===== src/rtl/ring_buffer_pkg.sv =====
// Shared defaults for the ring buffer slice: word width and depth used when
// the queue is instantiated without overrides.
package ring_buffer_pkg;

  localparam int RB_DEFAULT_WIDTH = 4;
  localparam int RB_DEFAULT_SIZE  = 8;

endpackage : ring_buffer_pkg


===== src/rtl/ring_buffer_register.sv =====
// Generic WIDTH-bit register with load enable and asynchronous active-high
// reset to zero. Used for the queue's read and write pointers.
module ring_buffer_register #(
  parameter int WIDTH = 4
) (
  input  logic             i_clk,
  input  logic             i_rst,
  input  logic             i_en,
  input  logic [WIDTH-1:0] i_d,
  output logic [WIDTH-1:0] o_q
);

  // Hold the stored value unless loaded; reset forces zero without a clock.
  always_ff @(posedge i_clk or posedge i_rst) begin
    if (i_rst) begin
      o_q <= '0;
    end else if (i_en) begin
      o_q <= i_d;
    end
  end

endmodule : ring_buffer_register


===== src/rtl/ring_buffer.sv =====
// Synchronous circular FIFO with show-ahead read. Pointers carry one extra
// wrap bit so that full and empty are distinguishable with equal indices.
// Reset clears only the pointers; storage keeps whatever it held.
module ring_buffer
  import ring_buffer_pkg::*;
#(
  parameter int WIDTH = RB_DEFAULT_WIDTH,
  parameter int SIZE  = RB_DEFAULT_SIZE
) (
  input  logic             i_clk,
  input  logic             i_rst,
  input  logic [WIDTH-1:0] i_data,
  input  logic             i_we,
  input  logic             i_re,
  output logic [WIDTH-1:0] o_data,
  output logic             o_empty,
  output logic             o_full
);

  localparam int IDX_W = $clog2(SIZE);
  localparam int PTR_W = IDX_W + 1;

  logic [PTR_W-1:0] wr_ptr;
  logic [PTR_W-1:0] rd_ptr;
  logic [PTR_W-1:0] wr_ptr_next;
  logic [PTR_W-1:0] rd_ptr_next;
  logic             write_ok;
  logic             read_ok;
  logic [WIDTH-1:0] mem [SIZE];

  // Flags, accept qualifiers and pointer increments are pure functions of
  // the current pointers. A write while full is still taken if a pop frees
  // the head slot in the same cycle; a pop while empty is never taken.
  always_comb begin
    o_empty     = (wr_ptr == rd_ptr);
    o_full      = (wr_ptr[IDX_W-1:0] == rd_ptr[IDX_W-1:0]) &&
                  (wr_ptr[PTR_W-1] != rd_ptr[PTR_W-1]);
    write_ok    = i_we && (!o_full || i_re);
    read_ok     = i_re && !o_empty;
    wr_ptr_next = wr_ptr + PTR_W'(1);
    rd_ptr_next = rd_ptr + PTR_W'(1);
  end

  ring_buffer_register #(.WIDTH(PTR_W)) u_wr_ptr (
    .i_clk (i_clk),
    .i_rst (i_rst),
    .i_en  (write_ok),
    .i_d   (wr_ptr_next),
    .o_q   (wr_ptr)
  );

  ring_buffer_register #(.WIDTH(PTR_W)) u_rd_ptr (
    .i_clk (i_clk),
    .i_rst (i_rst),
    .i_en  (read_ok),
    .i_d   (rd_ptr_next),
    .o_q   (rd_ptr)
  );

  // Storage is deliberately left without reset; only accepted writes land.
  always_ff @(posedge i_clk) begin
    if (write_ok) begin
      mem[wr_ptr[IDX_W-1:0]] <= i_data;
    end
  end

  // Show-ahead head of queue; stale when empty.
  always_comb begin
    o_data = mem[rd_ptr[IDX_W-1:0]];
  end

endmodule : ring_buffer


===== config.mk =====
export PLATFORM = sky130hd
export DESIGN_NAME = ring_buffer
export DESIGN_NICKNAME = d
export VERILOG_FILES = /design/src/rtl/ring_buffer_pkg.sv /design/src/rtl/ring_buffer_register.sv /design/src/rtl/ring_buffer.sv
export SDC_FILE = /design/constraint.sdc
export NUM_CORES = 1
export LEC_CHECK = 0
export ABC_CLOCK_PERIOD_IN_PS = 2800
export BUFFER_PORTS_ARGS = -buffer_cell sky130_fd_sc_hd__buf_2
export CAP_MARGIN = 0
export CORE_MARGIN = 3
export CORE_UTILIZATION = 30
export CTS_CLUSTER_DIAMETER = 150
export DETAILED_ROUTE_END_ITERATION = 12
export REMOVE_ABC_BUFFERS = 1
export SLEW_MARGIN = 15
export SYNTH_ARGS = -nofsm -noshare
export SYNTH_HDL_FRONTEND = slang
export SYNTH_SLANG_ARGS = --single-unit

===== constraint.sdc =====
create_clock -name i_clk -period 2.8 [get_ports i_clk]
set_input_delay 0.28 -clock i_clk [delete_from_list [all_inputs] [get_ports i_clk]]
set_output_delay 0.28 -clock i_clk [all_outputs]
set_load 0.03 [all_outputs]

---- Word level (Yosys, flattened, before mapping) ----
Memories as Yosys holds them, arrays and structs flattened.
Index checks and enable logic that the tools add are counted.
word-level totals
  memory bits (writable) .................. 32
  output and inout port bits .............. 6
  memories kept ........................... 1
  word-level logic and storage cells ...... 16
  register bits ........................... 8
memories
  memory  depth  width  read ports  clocked after Yosys merged registers in  write ports  RTL line           RTL
  mem     8      4      1           0                                        1            ring_buffer.sv:29  logic [WIDTH-1:0] mem [SIZE];
cells by class
  equal/unequal tests ..................... 3
  muxes and demuxes ....................... 2
  $add $sub $neg .......................... 2
  reductions and logical operators ........ 6
operators with widths
  kind                 count
  $add 4x1->4 const B  2
  $eq 4x4->1           1
  $eq 3x3->1           1
  $logic_and 1x1->1    3
  $logic_not 1->1      2
  $mux 1               2
  $logic_or 1x1->1     1
  $ne 1x1->1           1

---- Longest topological paths before layout ----
  depth in word-level cells ............... 7
  depth in mapped cells ................... 6

---- Hierarchy ----
A second synthesis with hierarchy kept.
unflattened totals
  cells, all modules ...................... 109
  area total of the unflattened synthesis .. 1794.2 um^2
modules (own cells, without submodules)
  module                area each (um^2)  cells an instance  instances  seq. area each (um^2)
  ring_buffer           1496.4            91                 1          960.9
  ring_buffer_register  148.9             9                  2          100.1

---- Worst setup path before layout ----
OpenSTA, ideal clock, no wires.
  path kind ............................... register to register
  from .................................... reg u_wr_ptr.o_q[1]
  to ...................................... mem mem[0][0] (enable)
  period minus slack after synthesis ...... 1870 ps
  setup slack ............................. 930 ps
  library setup time ...................... 377 ps
  arrival time ............................ 1493 ps
  path buffers ............................ 2
  data required time ...................... 2423 ps
  stages on the path, launching flop included .. 7
  path through ............................ dfrtp_1 buf_4 xnor2_2 nand3_2 buf_6 nor3_2 nor4_1
on the way
  longest elaborated chain between the ends .. 7
RTL lines
  what                          RTL line                    RTL
  start, declared               ring_buffer_register.sv:10  output logic [WIDTH-1:0] o_q
  start signal, assigned        ring_buffer_register.sv:18  o_q <= i_d;
  $eq 3x3->1                    ring_buffer.sv:36           o_full = (wr_ptr[IDX_W-1:0] == rd_ptr[IDX_W-1:0]) &&
  $logic_and 1x1->1             ring_buffer.sv:36
  $logic_not 1->1               ring_buffer.sv:38           write_ok = i_we && (!o_full || i_re);
  $logic_or 1x1->1              ring_buffer.sv:38
  $logic_and 1x1->1             ring_buffer.sv:38
  $mux 1                        ring_buffer.sv:62           if (write_ok) begin
  $mux 1 (implied by the code)  ring_buffer.sv:63           mem[wr_ptr[IDX_W-1:0]] <= i_data;
  end, declared                 ring_buffer.sv:29
Several ways; a longest one is shown, not always the timed one.

---- Final worst setup path ----
  from .................................... reg u_rd_ptr.o_q[0]
  to ...................................... out o_data[1]
on the way
  longest elaborated chain between the ends .. 1
RTL lines
  what                    RTL line                    RTL
  start, declared         ring_buffer_register.sv:10
  start signal, assigned  ring_buffer_register.sv:18
  $mem_v2 8x4             --
  end, declared           ring_buffer.sv:15           output logic [WIDTH-1:0] o_data,
No other way between the ends.

==> impl_results.md <==
* Worst hold path class: in2reg
* Register area share after synthesis at 0.638
* Xor-xnor portion of the synthesized cell area at 0.0557
* Root Buffer: clkbuf_8
* Length of the first detailed-routing pass in iterations at 4
* Placed inst area at a little under 2000 um^2
* Clk network pwr share at 0.167
* Skew-Pair Late Insertion Delay at around 0.29 ns
* Complex-gate fraction of the synthesized area at 0.0461
* Finished Cell Area at 2040 um^2
* Ys Warns at 0
* DRC Markers at 0
* Vias in the first global route at 958
* CTS max path bufs at 2
* Sw power at just under 0.9 mW
* Global Route Usage Sum at 0.0970
* Boundary pin count at 14
* Synth Cell Area at 1820 um^2
* Setup CP Type: reg2out
* Largest net degree at the start of global routing at 14
* Clock Pin Slew Worst Setup and Hold Paths at 0.08 ns
* Tmin final at 2.17 ns
* Critical path required time at 2.52 ns
* Total number of vias at between 900 and 1,000
* Critical path peak fanout at 11
* Rows at 27
* Die height at 83.9 um
* Layout Nets at approximately 130
* Crit end category: output port
* Initial core utilization at 0.321
* Clk sinks at 40
* Post-CTS Setup Repair Bufs at 0
* Fin Setup TNS at 0 ns
* CTS tree: built
* Pins Over Slew Limit at 0
* Setup violators final at 0
* Layout cells sized above 1 at 0.377
* Internal power at 1.38 mW
* CP Launch Type: flop
* Total CTS buffers at 5
* Syn Area/Cell at between 15 and 20 um^2
* RSZ-0062 raised after global routing: false
* Main combinational cell family by area after synthesis: multiplexers
* Average wire per standard cell at approximately 16 um
* Worst path arrival time at 1.89 ns
* Post-Layout Cell Count at ~190
* Seq pwr share at 0.408
* Post-Synthesis Cells at 104
* Worst vdd ir at 0.555 mV
* Antenna Cells at 0
* H-tree depth at 2
* Count of cell types in the netlist at 31
* Die area at approximately 7000 um^2
* Part of the cycle the worst path needs at 0.777
* Initial DRC Count at 85
* Combinational power share at 0.424
* PD cells at 1100 nW/um^2
* Final hold violations at 0
* Actual slew at the worst max-slew pin at 0.872 ns
* Yosys reg bits at 40
* Detailed Place HPWL at approximately 2300 um
* Adder-Cell Fraction of Synth Area at 0.0138
* Port bufs at 13
* Placed Instances at 185
* ANT nets after route at 0
* Leak pwr at around 0.7 nW
* Switching Fraction at 0.385
* Max Cap Viol at 0
* Final WL at 3160 um
* DR vias/cell at 4.82
* Power consumption at ~2.2 mW
* Area Overhead vs Synth at 12.1%
* Routability congestion estimate at a little under 0.8
* Initial antenna violation count at 0
* F_max at 0.460 GHz
* Post-Synth Simple-Gate Area at 0.0736
* Core area at between 5000 and 6000 um^2
* Global route overflow at 0
* Die X at 83.9 um
* Most frequent cells in the layout: 32 x edfxtp_1, 13 x buf_2, 8 x mux4_2, 8 x dfrtp_1, 6 x nor2_1
* Slew Limit Headroom at 0.414
* Outcome: complete, no violations
* Mux cell area share after synthesis at 0.138
* Most common cell after layout, fill and taps aside: edfxtp_1
* Clock skew at just over 0.006 ns
* First-pass GRT wire length at between 5000 and 6000 um
through the flow:
stage	utilization	setup WS (ns)	hold slack, ns
final	0.359	0.625	0.272
after global routing	0.359	0.504	0.274
after CTS	0.359	0.574	0.253
after detailed placement	0.342	0.647	0.245
after global placement	0.342	0.787	0.246
after floorplan	-	0.772	0.0957
layout make-up:
| cell class | count | area [um^2] |
|---|---|---|
| Multi-Input combinational cell | 55 | 596 |
| Sequential cell | 40 | 1160 |
| Fill cell | 543 | 3640 |
| Inverter | 2 | 7.51 |
| Tap cell | 72 | 90.1 |
| Timing Repair Buffer | 17 | 97.6 |
| Clock buffer | 5 | 68.8 |
| Clock inverter | 3 | 18.8 |
what timing repair did:
item | in CTS | in global routing
endpoints found under the setup margin | 0 | 0
endpoints found under the hold margin | 8 | 0
hold buffers | 1 | 0
resized for setup | 0 | 0
cell usage after synthesis:
| master | count | area [um^2] |
|---|---|---|
| o21ai_2 | 1 | 8.76 |
| xnor2_1 | 5 | 43.8 |
| nor3_1 | 3 | 15.0 |
| nand3_2 | 1 | 10.0 |
| buf_6 | 2 | 22.5 |
| mux2_4 | 1 | 15.0 |
| mux2_1 | 1 | 11.3 |
| o31ai_2 | 1 | 12.5 |
| xor2_1 | 1 | 8.76 |
| ha_1 | 2 | 25.0 |
| mux4_2 | 8 | 180 |
| inv_1 | 2 | 7.51 |
| o31ai_4 | 1 | 21.3 |
| dfrtp_1 | 8 | 200 |
| o311ai_2 | 1 | 16.3 |
| o211ai_1 | 1 | 7.51 |
| nand4_1 | 2 | 12.5 |
| nor4b_2 | 1 | 15.0 |
| nor2_1 | 6 | 22.5 |
| edfxtp_1 | 32 | 961 |
| nor3_2 | 1 | 10.0 |
| xnor2_2 | 3 | 48.8 |
| nand2_1 | 4 | 15.0 |
| o311ai_1 | 2 | 17.5 |
| or4_1 | 1 | 7.51 |
| buf_2 | 2 | 10.0 |
| mux2_2 | 4 | 45.0 |
| nand3b_1 | 1 | 7.51 |
| nor4_1 | 2 | 12.5 |
| buf_4 | 3 | 22.5 |
| nand2b_1 | 1 | 6.26 |
worst max-delay path, cell delays in order (launching register included):
cell and delay, ns:
dfrtp_1 0.36, buf_4 0.24, mux4_2 0.54, mux2_2 0.28
buf_2 0.18
power by group through the flow:
stage / Clock, mW / Sequential (mW) / Combinational [mW]
floorplan: 0 / 0.942 / 0.688
global placement: 0 / 0.921 / 0.949
detailed placement: 0 / 0.931 / 0.970
CTS: 0.384 / 0.918 / 0.972
global route: 0.412 / 0.936 / 1.05
finish: 0.375 / 0.916 / 0.952
per-layer routing:
| layer | part of all wire | track usage | up-vias |
|---|---|---|---|
| met5 | 0 | 0 | - |
| li1 | - | - | 439 |
| met3 | 0.043 | 0.0365 | 2 |
| met1 | 0.47 | 0.126 | 471 |
| met4 | 0.0076 | 0.0219 | 0 |
| met2 | 0.48 | 0.154 | 23 |
flip-flops by register name, summed over array words and instances, names as in the netlist:
name,cells
mem,32
u_rd_ptr.o_q,4
u_wr_ptr.o_q,4
cells by family (layout without fill, tap and decap cells):
kind of cell,after synthesis,count (layout)
flip-flops,40,40
AND/OR/NAND/NOR,23,23
AO/OA/AOI/OAI,7,7
multiplexers,14,14
adder cells (fa/ha/maj),2,2
XOR/XNOR,9,9
buffers and inverters,9,27
final timing paths:
| check | start | to | slack (ns) | depth (start not counted) |
|---|---|---|---|---|
| setup reg to reg | u_rd_ptr.o_q[3] | mem[1][2] | 0.68 | 3 |
| setup / recovery | u_rd_ptr.o_q[0] | o_data[1] | 0.63 | 4 |
| min in group asynchronous | i_rst | u_rd_ptr.o_q[3] | 0.47 | 3 |
| hold reg to reg | u_wr_ptr.o_q[0] | u_wr_ptr.o_q[0] | 0.62 | 1 |
| hold / removal | i_data[0] | mem[4][0] | 0.27 | 1 |
| max in group asynchronous | i_rst | u_rd_ptr.o_q[0] | 2.09 | 3 |
(Power assumes the default switching activity.)
